[src/rtl/adder_pkg.sv]
// Shared geometry for the pipelined adder: default width, slice count and the
// legality rule that keeps every slice the same width.
package adder_pkg;

  localparam int unsigned B_DEFAULT = 12;
  localparam int unsigned S_DEFAULT = 3;
  localparam int unsigned W_DEFAULT = B_DEFAULT / S_DEFAULT;

  // A geometry is usable only if the width splits into 1..B equal slices.
  function automatic bit geometryLegal(input int unsigned b, input int unsigned s);
    return (s >= 1) && (s <= b) && ((b % s) == 0);
  endfunction

endpackage

[src/rtl/adder_slice.sv]
// One W-bit combinational ripple-carry slice; the pipeline places one of these
// between each pair of carry registers.
module adder_slice
  import adder_pkg::*;
#(
  parameter int unsigned W = W_DEFAULT
) (
  input  logic [W-1:0] i_a,
  input  logic [W-1:0] i_b,
  input  logic         i_cin,
  output logic [W-1:0] o_sum,
  output logic         o_cout
);

  logic [W:0] w_carry;

  // Ripple the carry bit by bit through the slice.
  always_comb begin
    w_carry    = '0;
    o_sum      = '0;
    w_carry[0] = i_cin;
    for (int i = 0; i < W; i++) begin
      o_sum[i]     = i_a[i] ^ i_b[i] ^ w_carry[i];
      w_carry[i+1] = (i_a[i] & i_b[i]) | (w_carry[i] & (i_a[i] ^ i_b[i]));
    end
  end

  assign o_cout = w_carry[W];

endmodule

[src/rtl/pipelined_adder.sv]
// Pipelined B-bit add/subtract split into S slices with a register on every
// inter-slice carry. Operand slices are skewed in, sum slices de-skewed out,
// so one result per cycle emerges S cycles after its operands.
module pipelined_adder
  import adder_pkg::*;
#(
  parameter int unsigned B = B_DEFAULT,
  parameter int unsigned S = S_DEFAULT
) (
  input  logic         clk,
  input  logic         rst_n,
  input  logic         en,
  input  logic         valid_in,
  input  logic [B-1:0] a,
  input  logic [B-1:0] b,
  input  logic         cin,
  input  logic         sub,
  output logic [B-1:0] s,
  output logic         cout,
  output logic         ovf,
  output logic         valid_out
);

  localparam int unsigned W = B / S;

  if (!geometryLegal(B, S)) begin : gBadGeometry
    $error("pipelined_adder: B=%0d cannot be split into S=%0d equal slices", B, S);
  end

  logic [B-1:0] w_bEff;
  logic         w_cin0;
  logic [S-1:0] w_carryReg;
  logic         w_topA;
  logic         w_topB;
  logic         w_topSum;
  logic [S-1:0] r_valid;
  logic         r_ovf;

  // Subtraction is a + ~b + 1, so the inversion and the forced carry-in
  // happen before any slicing.
  assign w_bEff = sub ? ~b : b;
  assign w_cin0 = sub ? 1'b1 : cin;

  for (genvar k = 0; k < S; k++) begin : gStage
    logic [W-1:0] w_aStage;
    logic [W-1:0] w_bStage;
    logic [W-1:0] w_sum;
    logic         w_cinStage;
    logic         w_cout;
    logic         r_carry;
    logic [W-1:0] r_sumDly [0:S-1-k];

    if (k == 0) begin : gNoSkew
      assign w_aStage   = a[W-1:0];
      assign w_bStage   = w_bEff[W-1:0];
      assign w_cinStage = w_cin0;
    end else begin : gSkew
      logic [W-1:0] r_aDly [0:k-1];
      logic [W-1:0] r_bDly [0:k-1];

      // Hold operand slice k back k cycles so it meets the carry from below.
      always_ff @(posedge clk) begin
        if (!rst_n) begin
          for (int d = 0; d < k; d++) begin
            r_aDly[d] <= '0;
            r_bDly[d] <= '0;
          end
        end else if (en) begin
          r_aDly[0] <= a[k*W +: W];
          r_bDly[0] <= w_bEff[k*W +: W];
          for (int d = 1; d < k; d++) begin
            r_aDly[d] <= r_aDly[d-1];
            r_bDly[d] <= r_bDly[d-1];
          end
        end
      end

      assign w_aStage   = r_aDly[k-1];
      assign w_bStage   = r_bDly[k-1];
      assign w_cinStage = w_carryReg[k-1];
    end

    adder_slice #(.W(W)) uSlice (
      .i_a   (w_aStage),
      .i_b   (w_bStage),
      .i_cin (w_cinStage),
      .o_sum (w_sum),
      .o_cout(w_cout)
    );

    // Register the slice carry for the next stage and push the sum slice
    // into a delay line long enough that all slices leave together.
    always_ff @(posedge clk) begin
      if (!rst_n) begin
        r_carry <= 1'b0;
        for (int d = 0; d <= int'(S) - 1 - k; d++) begin
          r_sumDly[d] <= '0;
        end
      end else if (en) begin
        r_carry     <= w_cout;
        r_sumDly[0] <= w_sum;
        for (int d = 1; d <= int'(S) - 1 - k; d++) begin
          r_sumDly[d] <= r_sumDly[d-1];
        end
      end
    end

    assign w_carryReg[k]  = r_carry;
    assign s[k*W +: W]    = r_sumDly[S-1-k];

    if (k == S - 1) begin : gTop
      assign w_topA   = w_aStage[W-1];
      assign w_topB   = w_bStage[W-1];
      assign w_topSum = w_sum[W-1];
    end
  end

  // Signed overflow is judged in the top stage from the sign bits that
  // travelled with the top slice, and registered alongside its carry.
  always_ff @(posedge clk) begin
    if (!rst_n) begin
      r_ovf <= 1'b0;
    end else if (en) begin
      r_ovf <= (w_topA == w_topB) && (w_topSum != w_topA);
    end
  end

  // Valid marker shifts through S stages in lockstep with the data.
  always_ff @(posedge clk) begin
    if (!rst_n) begin
      r_valid <= '0;
    end else if (en) begin
      r_valid[0] <= valid_in;
      for (int i = 1; i < int'(S); i++) begin
        r_valid[i] <= r_valid[i-1];
      end
    end
  end

  assign cout      = w_carryReg[S-1];
  assign ovf       = r_ovf;
  assign valid_out = r_valid[S-1];

endmodule

[config.mk]
export PLATFORM = sky130hd
export DESIGN_NAME = pipelined_adder
export DESIGN_NICKNAME = d
export VERILOG_FILES = /design/src/rtl/adder_pkg.sv /design/src/rtl/adder_slice.sv /design/src/rtl/pipelined_adder.sv
export SDC_FILE = /design/constraint.sdc
export NUM_CORES = 1
export LEC_CHECK = 0
export ABC_CLOCK_PERIOD_IN_PS = 4019
export BUFFER_PORTS_ARGS = -buffer_cell sky130_fd_sc_hd__buf_2
export CAP_MARGIN = 30
export CORE_UTILIZATION = 50
export DETAILED_ROUTE_END_ITERATION = 10
export PLACE_DENSITY = 0.74
export SYNTH_ARGS = -nofsm -noshare
export SYNTH_HDL_FRONTEND = slang
export SYNTH_HIERARCHICAL = 1
export SYNTH_SLANG_ARGS = --single-unit
[constraint.sdc]
create_clock -name clk -period 4.02 [get_ports clk]
set_clock_uncertainty 0.2 [all_clocks]
set_input_delay 0.603 -clock clk [delete_from_list [all_inputs] [get_ports clk]]
set_output_delay 0.603 -clock clk [all_outputs]
set_load 0.02 [all_outputs]
==> results of run 1 <==
-- power by group --
part	switching, W	total, W	internal (W)
Sequential	0.0000132	0.000683	0.000670
Clock	0.000166	0.000367	0.000201
Combinational	0.0000788	0.000139	0.0000600
Total	0.000258	0.00119	0.000931
-- synthesized netlist by cell type, drive strengths merged (3+ instances only) --
cell	n
and3	40
buf	17
clkbuf	3
dfxtp	7
edfxtp	48
fa	12
inv	30
mux2i	6
nor2	8
nor2b	6
xnor2	8
xor2	4
-- sequential cells by signal (all words and copies together), names as in the netlist --
name                 flops
gStage.gSkew.r_bDly     12
gStage.gSkew.r_aDly     12
r_valid                  3
ovf                      1
cout                     1
gStage.r_sumDly         24
gStage.r_carry           2
-- worst min-delay path by stage --
| stage | startpoint | to | slack [ps] | cells past startpoint |
|---|---|---|---|---|
| 3_5_place_dp | r_valid[2] | r_valid[2] | 300 | 2 |
| 5_1_grt | valid_in | r_valid[0] | 350 | 3 |
| 3_3_place_gp | cout | cout | 290 | 2 |
| 4_1_cts | ovf | ovf | 320 | 2 |
| 6_report | ovf | ovf | 320 | 2 |
| 2_1_floorplan | r_valid[0] | r_valid[0] | 280 | 2 |
-- worst max-delay path, cell delays in order, from the launching register on --
cell      delay (ps)
edfxtp_1         410
fa_1             420
inv_1             70
fa_1             150
inv_1             50
fa_1             370
inv_1             80
fa_1             400
inv_1             80
or3b_1           340
a31oi_1          150
-- layout make-up --
type | instances | share of cell area
Clock inverter | 2 | 0.0121
Multi-Input combinational cell | 91 | 0.266
Timing Repair Buffer | 46 | 0.0810
Tap cell | 67 | 0.0289
Sequential cell | 55 | 0.545
Inverter | 30 | 0.0388
Clock buffer | 6 | 0.0284
-- layer usage --
metal / vias up / wire [µm]
li1: 705 / -
met1: 621 / 1490
met2: 44 / 1450
met3: 4 / 199
met4: 0 / 55
met5: - / 0
-- metrics by stage --
stage / hold slack, ps / area (µm²) / cells
2_1_floorplan: 282 / 2600 / 196
3_3_place_gp: 294 / 2790 / 289
3_5_place_dp: 301 / 2790 / 289
4_1_cts: 318 / 2900 / 297
5_1_grt: 354 / 2900 / 297
6_report: 316 / 2900 / 297
-- cells by family after synthesis --
group / synth area share
flip-flops: 0.608
multiplexers: 0.0231
AND/OR/NAND/NOR: 0.136
AO/OA/AOI/OAI: 0.00433
buffers and inverters: 0.0962
adder cells (fa/ha/maj): 0.0924
XOR/XNOR: 0.0404
==> flow_summary.toml, run 1 <==
[status]
status = "finished, final reports clean"

[synthesis]
yosys.cell_types.count = 21
ys.flop_type = "edfxtp_1"
yosys.area.top_type_share = 0.554
synth_nets = 238
syn_area_um2 = 2600
ys_top_cells_by_area = "edfxtp_1 55%, and3_1 9.6%, fa_1 9.2%, dfxtp_1 5.4%, inv_1 4.3%"
syn_area_per_cell_um2 = 13.3
async_flop_share = 0
ys_warn_count = 6
ys_ff_latch = 55
syn_inst = 196
synth_edf_count = 48
synth_top_area_cell = "edfxtp_1"
seq_area_frac_synth = 0.608

[timing]
worstMarginPinSlew_ps = 677
fin_crit_sh = 0.695
setup_tns_ps = 0
finalCriticalPeriod_ps = 2790
final-setup-viol-count = 0
rsz0062_at_grt = "false"
max_freq_mhz = 358
slew_headroom = 0.549
hold_violations = 0
drv_slew = 0
setup_slack_ps = 1230

[power]
p_leak_nw = 1.40
power_w = 0.00119
peakVddDrop_mv = 0.178
pwr_density_cell_nw_per_um2 = 410

[layout]
fill_cells = 406
syn_to_final_growth_pct = 11.6
fin_util = 0.599
multiInputGateArea_um2 = 772
drive_gt1_frac = 0.243
insertedDiodeCount = 0
final_cell_mix = "48 x edfxtp_1, 44 x buf_2, 40 x and3_1"
layout.nets = 271
seqCellArea_um2 = 1580
final_common_cell = "edfxtp_1"

[cts]
postCtsHoldBufs = 0
cts_resized = 0
cts-buffers-inserted = 5
h-tree-depth = 2
cts_root_buf = "clkbuf_8"
insertion_delay_ps = 310
clkTransAtPathRegs_ps = 90
clockBufferDepth = 2
tritoncts = "built"
clock-sinks = 55
post-cts-setup-buffers = 0

[setup_path]
crit_end = "ovf"
rr_endpoint = "ovf"
rr_worst_depth = 10
worstSetupPathType = "flop to flop"
cp.required_ps = 4050
arrival_ps = 2830
worstSetupStartpoint = "gStage[2].gSkew.r_aDly[0][4]"
startpoint_type = "flop"
cp-end-kind = "flop"
r2r_setup_slack_ps = 1230
rr_startpoint = "gStage[2].gSkew.r_aDly[0][4]"
worst-path-max-fanout = 3

[global_route]
grt_overflow = 0
grt_pass1_vias = 1181
grt_pass1_wl_um = 5330
grt_usage = 0.133
grt_max_degree = 50
grt_use_met3 = 0.0407
grt_busiest_layer = "met2"
antenna_found_initial = 0
grt_use_met1 = 0.174
grtUsageMet2 = 0.209

[placed_design]
routabilityCongestion = 0.715
hpwl_um = 2130
dp_worst_setup_slack_ps = 885
portBuffers = 44

[routing]
detail_route.drc_violations = 0
wire_per_inst_um = 10.8
dr.pass1.iters = 4
drtIter0Drc = 67
drtAntennaViolNets = 0
totalWireLength_um = 3200
via_per_inst = 4.63
vias = 1374

[die]
coreArea_um2 = 4850
fp-row-count = 25
die_x_um = 74.1
io_pins = 45
fp.dieH_um = 74.1
initial_utilization = 0.537
fp.dieArea_um2 = 5500

[job]
drv_cap = 0

[worst_hold_path]
hold_class = "flop to flop"
Power figures use the tool's default switching activity.
==> run 2: changes to the inputs <==
--- a/config.mk
+++ b/config.mk
@@ -5,7 +5,7 @@
 export SDC_FILE = /design/constraint.sdc
 export NUM_CORES = 1
 export LEC_CHECK = 0
-export ABC_CLOCK_PERIOD_IN_PS = 4019
+export ABC_CLOCK_PERIOD_IN_PS = 2600
 export BUFFER_PORTS_ARGS = -buffer_cell sky130_fd_sc_hd__buf_2
 export CAP_MARGIN = 30
 export CORE_UTILIZATION = 50
==> constraint.sdc (replaced) <==
create_clock -name clk -period 2.6 [get_ports clk]
set_clock_uncertainty 0.2 [all_clocks]
set_input_delay 0.39 -clock clk [delete_from_list [all_inputs] [get_ports clk]]
set_output_delay 0.39 -clock clk [all_outputs]
set_load 0.02 [all_outputs]
==> flow_summary.toml, run 2 (synthesis results as in run 1) <==
[layout]
final_cell_mix = "48 x edfxtp_1, 44 x buf_2, 40 x and3_1"
layout.nets = 275
fin_util = 0.609
syn_to_final_growth_pct = 13.5
largest-register = "gStage.r_sumDly"
largest_reg_flops = 24
drive_gt1_frac = 0.291
insertedDiodeCount = 0
top_regs = "gStage.r_sumDly x24, gStage.gSkew.r_aDly x12, gStage.gSkew.r_bDly x12"
final_common_cell = "edfxtp_1"

[routing]
drtAntennaViolNets = 0
totalWireLength_um = 3220
drtIter0Drc = 50
wire_per_inst_um = 10.7
vias = 1378
dr.pass1.iters = 4
via_per_inst = 4.58
detail_route.drc_violations = 0

[setup_path]
worst-path-max-fanout = 2
cp.required_ps = 2640
arrival_ps = 2700
worstSetupPathType = "flop to flop"
cp-end-kind = "flop"
startpoint_type = "flop"

[die]
fp.dieArea_um2 = 5500
fp-row-count = 25
die_x_um = 74.1
io_pins = 45
initial_utilization = 0.537
fp.dieH_um = 74.1
coreArea_um2 = 4850

[placed_design]
hpwl_um = 2180
routabilityCongestion = 0.697
portBuffers = 44

[global_route]
antenna_found_initial = 0
grt_max_degree = 50
grt_overflow = 0
grt_usage = 0.142
grt_use_met1 = 0.156
grt_busiest_layer = "met2"
grt_pass1_vias = 1341
grt_pass1_wl_um = 5680
grt_use_met3 = 0.0230
grtUsageMet2 = 0.252

[timing]
whs_ps = 142
rsz0062_at_grt = "true"
slew_headroom = 0.728
finalCriticalPeriod_ps = 2660
drv_slew = 0
hold_violations = 0
worstMarginPinSlew_ps = 408
final-setup-viol-count = 1
setup_slack_ps = -58.9
max_freq_mhz = 376
fin_crit_sh = 1.02

[power]
peakVddDrop_mv = 0.279
power_w = 0.00183
pwr_density_cell_nw_per_um2 = 619
p_leak_nw = 1.41

[cts]
tritoncts = "built"
cts-buffers-inserted = 5
clock-sinks = 55
h-tree-depth = 2
clkTransAtPathRegs_ps = 90
clockBufferDepth = 2
postCtsHoldBufs = 0
cts_root_buf = "clkbuf_8"
insertion_delay_ps = 310

[worst_hold_path]
hold_class = "primary input to flop"

[status]
violations = "setup timing"
status = "finished with violations"

[job]
drv_cap = 0
==> run 2: changes by cell type in the layout (fill, tap and decap cells not counted), moves of 2 or more <==
cell      change
clkbuf_1      +2
inv_2         +4
fa_2          +4
fa_1          -4
buf_4         +3
inv_1         -4
==> run 2: area by class of cell <==
| cell class | count | area, µm² |
|---|---|---|
| Clock buffer | 7 | 76.3 |
| Clock inverter | 1 | 30.0 |
| Fill cell | 388 | 1900 |
| Inverter | 30 | 113 |
| Multi-Input combinational cell | 91 | 790 |
| Sequential cell | 55 | 1580 |
| Tap cell | 67 | 83.8 |
| Timing Repair Buffer | 50 | 278 |
==> run 2: worst paths after layout <==
path | startpoint | endpoint | slack [ps] | cells past startpoint
setup / recovery | gStage[2].gSkew.r_bDly[0][4] | ovf | -60 | 10
hold / removal | valid_in | r_valid[0] | 140 | 3
setup reg to reg | gStage[2].gSkew.r_bDly[0][4] | ovf | -60 | 10
hold reg to reg | ovf | ovf | 320 | 2
==> run 2: metrics by stage <==
stage	instances	TNS, ps	setup WS [ps]	area (µm²)
finish	301	-58.9	-58.9	2950
floorplan	196	-173	-173	2620
CTS	301	-85.0	-85.0	2950
global route	301	-280	-232	2950
global placement	292	-126	-67.9	2830
detailed placement	292	-279	-166	2830
==> run 2: layer usage <==
layer  share of wire  wire, µm  vias up
li1                -         -      711
met1            0.42      1360      624
met2            0.50      1620       36
met3           0.042       134        7
met4           0.030        95        0
met5               0         0        -
==> run 2: critical path, cell delays in order, from the launching register on <==
cell	delay (ps)
edfxtp_1	420
fa_2	380
inv_2	60
fa_1	160
inv_2	40
fa_2	340
inv_2	60
fa_1	390
inv_1	70
or3b_1	340
a31oi_1	120
==> run 2: repair_timing <==
action	4_1_cts	5_1_grt
hold endpoints to repair	0	0
setup buffers	1	0
pin swaps	1	0
resized for setup	3	3
setup endpoints to repair	1	3
==> run 2: power breakdown <==
| group | switching, W | internal (W) |
|---|---|---|
| sequential | 0.0000211 | 0.00104 |
| combinational | 0.000124 | 0.000103 |
| clock | 0.000256 | 0.000288 |
==> run 3: changes to the inputs <==
--- a/config.mk
+++ b/config.mk
@@ -8,9 +8,12 @@
 export ABC_CLOCK_PERIOD_IN_PS = 2600
 export BUFFER_PORTS_ARGS = -buffer_cell sky130_fd_sc_hd__buf_2
 export CAP_MARGIN = 30
-export CORE_UTILIZATION = 50
+export CELL_PAD_IN_SITES_DETAIL_PLACEMENT = 1
+export CELL_PAD_IN_SITES_GLOBAL_PLACEMENT = 1
+export CORE_UTILIZATION = 45
 export DETAILED_ROUTE_END_ITERATION = 10
-export PLACE_DENSITY = 0.74
+export PLACE_DENSITY = 0.81
+export SLEW_MARGIN = 20
 export SYNTH_ARGS = -nofsm -noshare
 export SYNTH_HDL_FRONTEND = slang
 export SYNTH_HIERARCHICAL = 1
==> flow_summary.toml, run 3 (synthesis results as in run 1) <==
[status]
status = "finished with violations"
violations = "setup timing"

[timing]
drv_slew = 0
setup_tns_ps = -215
hold_violations = 0
whs_ps = 166
worstMarginPinSlew_ps = 695
final-setup-viol-count = 2
setup_slack_ps = -142
fin_crit_sh = 1.05
finalCriticalPeriod_ps = 2740
max_freq_mhz = 365
rsz0062_at_grt = "true"
slew_headroom = 0.537

[routing]
totalWireLength_um = 4010
drtAntennaViolNets = 0
vias = 1431
detail_route.drc_violations = 0
wire_per_inst_um = 13.1
dr.pass1.iters = 4
drtIter0Drc = 49
via_per_inst = 4.68

[die]
fp-row-count = 27
io_pins = 45
initial_utilization = 0.470
fp.dieH_um = 78.0
coreArea_um2 = 5540
fp.dieArea_um2 = 6090
die_x_um = 78.0

[setup_path]
cpMostUsedCell = "inv_2"
cp-end-kind = "flop"
rr_startpoint = "gStage[2].gSkew.r_bDly[0][4]"
r2r_setup_slack_ps = -140
crit_chain = "fa_2, inv_2, fa_2, inv_2, fa_2, inv_2, fa_1, inv_2, or3b_1, a31oi_1"
rr_worst_depth = 10
worst-path-max-fanout = 2
startpoint_type = "flop"
max_stage_delay_ps = 420
worstSetupPathType = "flop to flop"
arrival_ps = 2770
worstSetupStartpoint = "gStage[2].gSkew.r_bDly[0][4]"
cp.required_ps = 2630
rr_endpoint = "ovf"
worst_path_max_delay_cell = "fa_1"

[worst_hold_path]
hold_depth = 3
hold_class = "primary input to flop"
holdPathEnd = "r_valid[0]"
hold_start = "valid_in"

[cts]
clockBufferDepth = 2
clock-sinks = 55
h-tree-depth = 2
tritoncts = "built"
clkTransAtPathRegs_ps = 90
cts_root_buf = "clkbuf_8"
insertion_delay_ps = 300
cts-buffers-inserted = 5

[power]
p_leak_nw = 1.40
switching_power_w = 0.000403
power.share.clock = 0.245
pwr_density_cell_nw_per_um2 = 589
swShare = 0.233
seqPwrFrac = 0.613
power_w = 0.00173
p_comb_frac = 0.143
peakVddDrop_mv = 0.336
p_int_w = 0.00133

[job]
drv_cap = 0

[global_route]
grt_pass1_wl_um = 6880
grt_max_degree = 50
grt_overflow = 0
grt_pass1_vias = 1541
antenna_found_initial = 0
grt_usage = 0.149

[layout]
top_regs = "gStage.r_sumDly x24, gStage.gSkew.r_aDly x12, gStage.gSkew.r_bDly x12"
drive_gt1_frac = 0.303
final_cell_mix = "48 x edfxtp_1, 44 x buf_2, 39 x and3_1"
design_area_um2 = 2940
largest-register = "gStage.r_sumDly"
final_common_cell = "edfxtp_1"
largest_reg_flops = 24
insertedDiodeCount = 0
fin_util = 0.530
layout.nets = 276
syn_to_final_growth_pct = 12.8

[placed_design]
routabilityCongestion = 0.709
hpwl_um = 2790
placed_area_um2 = 2830
portBuffers = 44
run 3: layout make-up:
class | count | area (µm²)
Fill cell | 615 | 2610
Inverter | 30 | 113
Tap cell | 72 | 90.1
Clock buffer | 5 | 68.8
Timing Repair Buffer | 51 | 277
Multi-Input combinational cell | 91 | 797
Clock inverter | 2 | 8.76
Sequential cell | 55 | 1580
run 3: per-stage QoR:
step | instances | worst slack [ps]
final | 306 | -142
after floorplan | 196 | -173
after global placement | 297 | -76.9
after detailed placement | 297 | -184
after CTS | 305 | -160
after global routing | 306 | -257
run 3: metal layers:
metal	vias to the layer above	GRT usage	wire length (µm)
met4	0	0.0556	57
met5	-	0	0
li1	714	-	-
met1	677	0.170	1650
met3	4	0.0430	170
met2	36	0.266	2130
run 3: critical path, delay by kind of cell (launching register included):
family,cells,cell delay [ps]
adder cells (fa/ha/maj),4,1330
flip-flops,1,410
AND/OR/NAND/NOR,1,350
buffers and inverters,4,250
AO/OA/AOI/OAI,1,130
run 3: power groups by stage:
stage	Combinational (W)	Sequential (W)	Clock, W
2_1_floorplan	0.000163	0.00108	0
3_3_place_gp	0.000221	0.00108	0
3_5_place_dp	0.000235	0.00108	0
4_1_cts	0.000242	0.00106	0.000445
5_1_grt	0.000281	0.00107	0.000473
6_report	0.000246	0.00106	0.000423
run 3: worst max-delay path by stage:
stage	to	slack (ps)
after floorplan	gStage[0].r_sumDly[0][3]	-170
after global placement	gStage[0].r_sumDly[0][3]	-80
after detailed placement	ovf	-180
after CTS	ovf	-160
after global routing	ovf	-260
final	ovf	-140
run 3: timing repair:
item | CTS | global route
buffers inserted | 1 | 1
hold buffers | 0 | 0
cloned | 0 | 0
resized for setup | 6 | 3
pin swaps | 2 | 0
setup endpoints to repair | 1 | 3
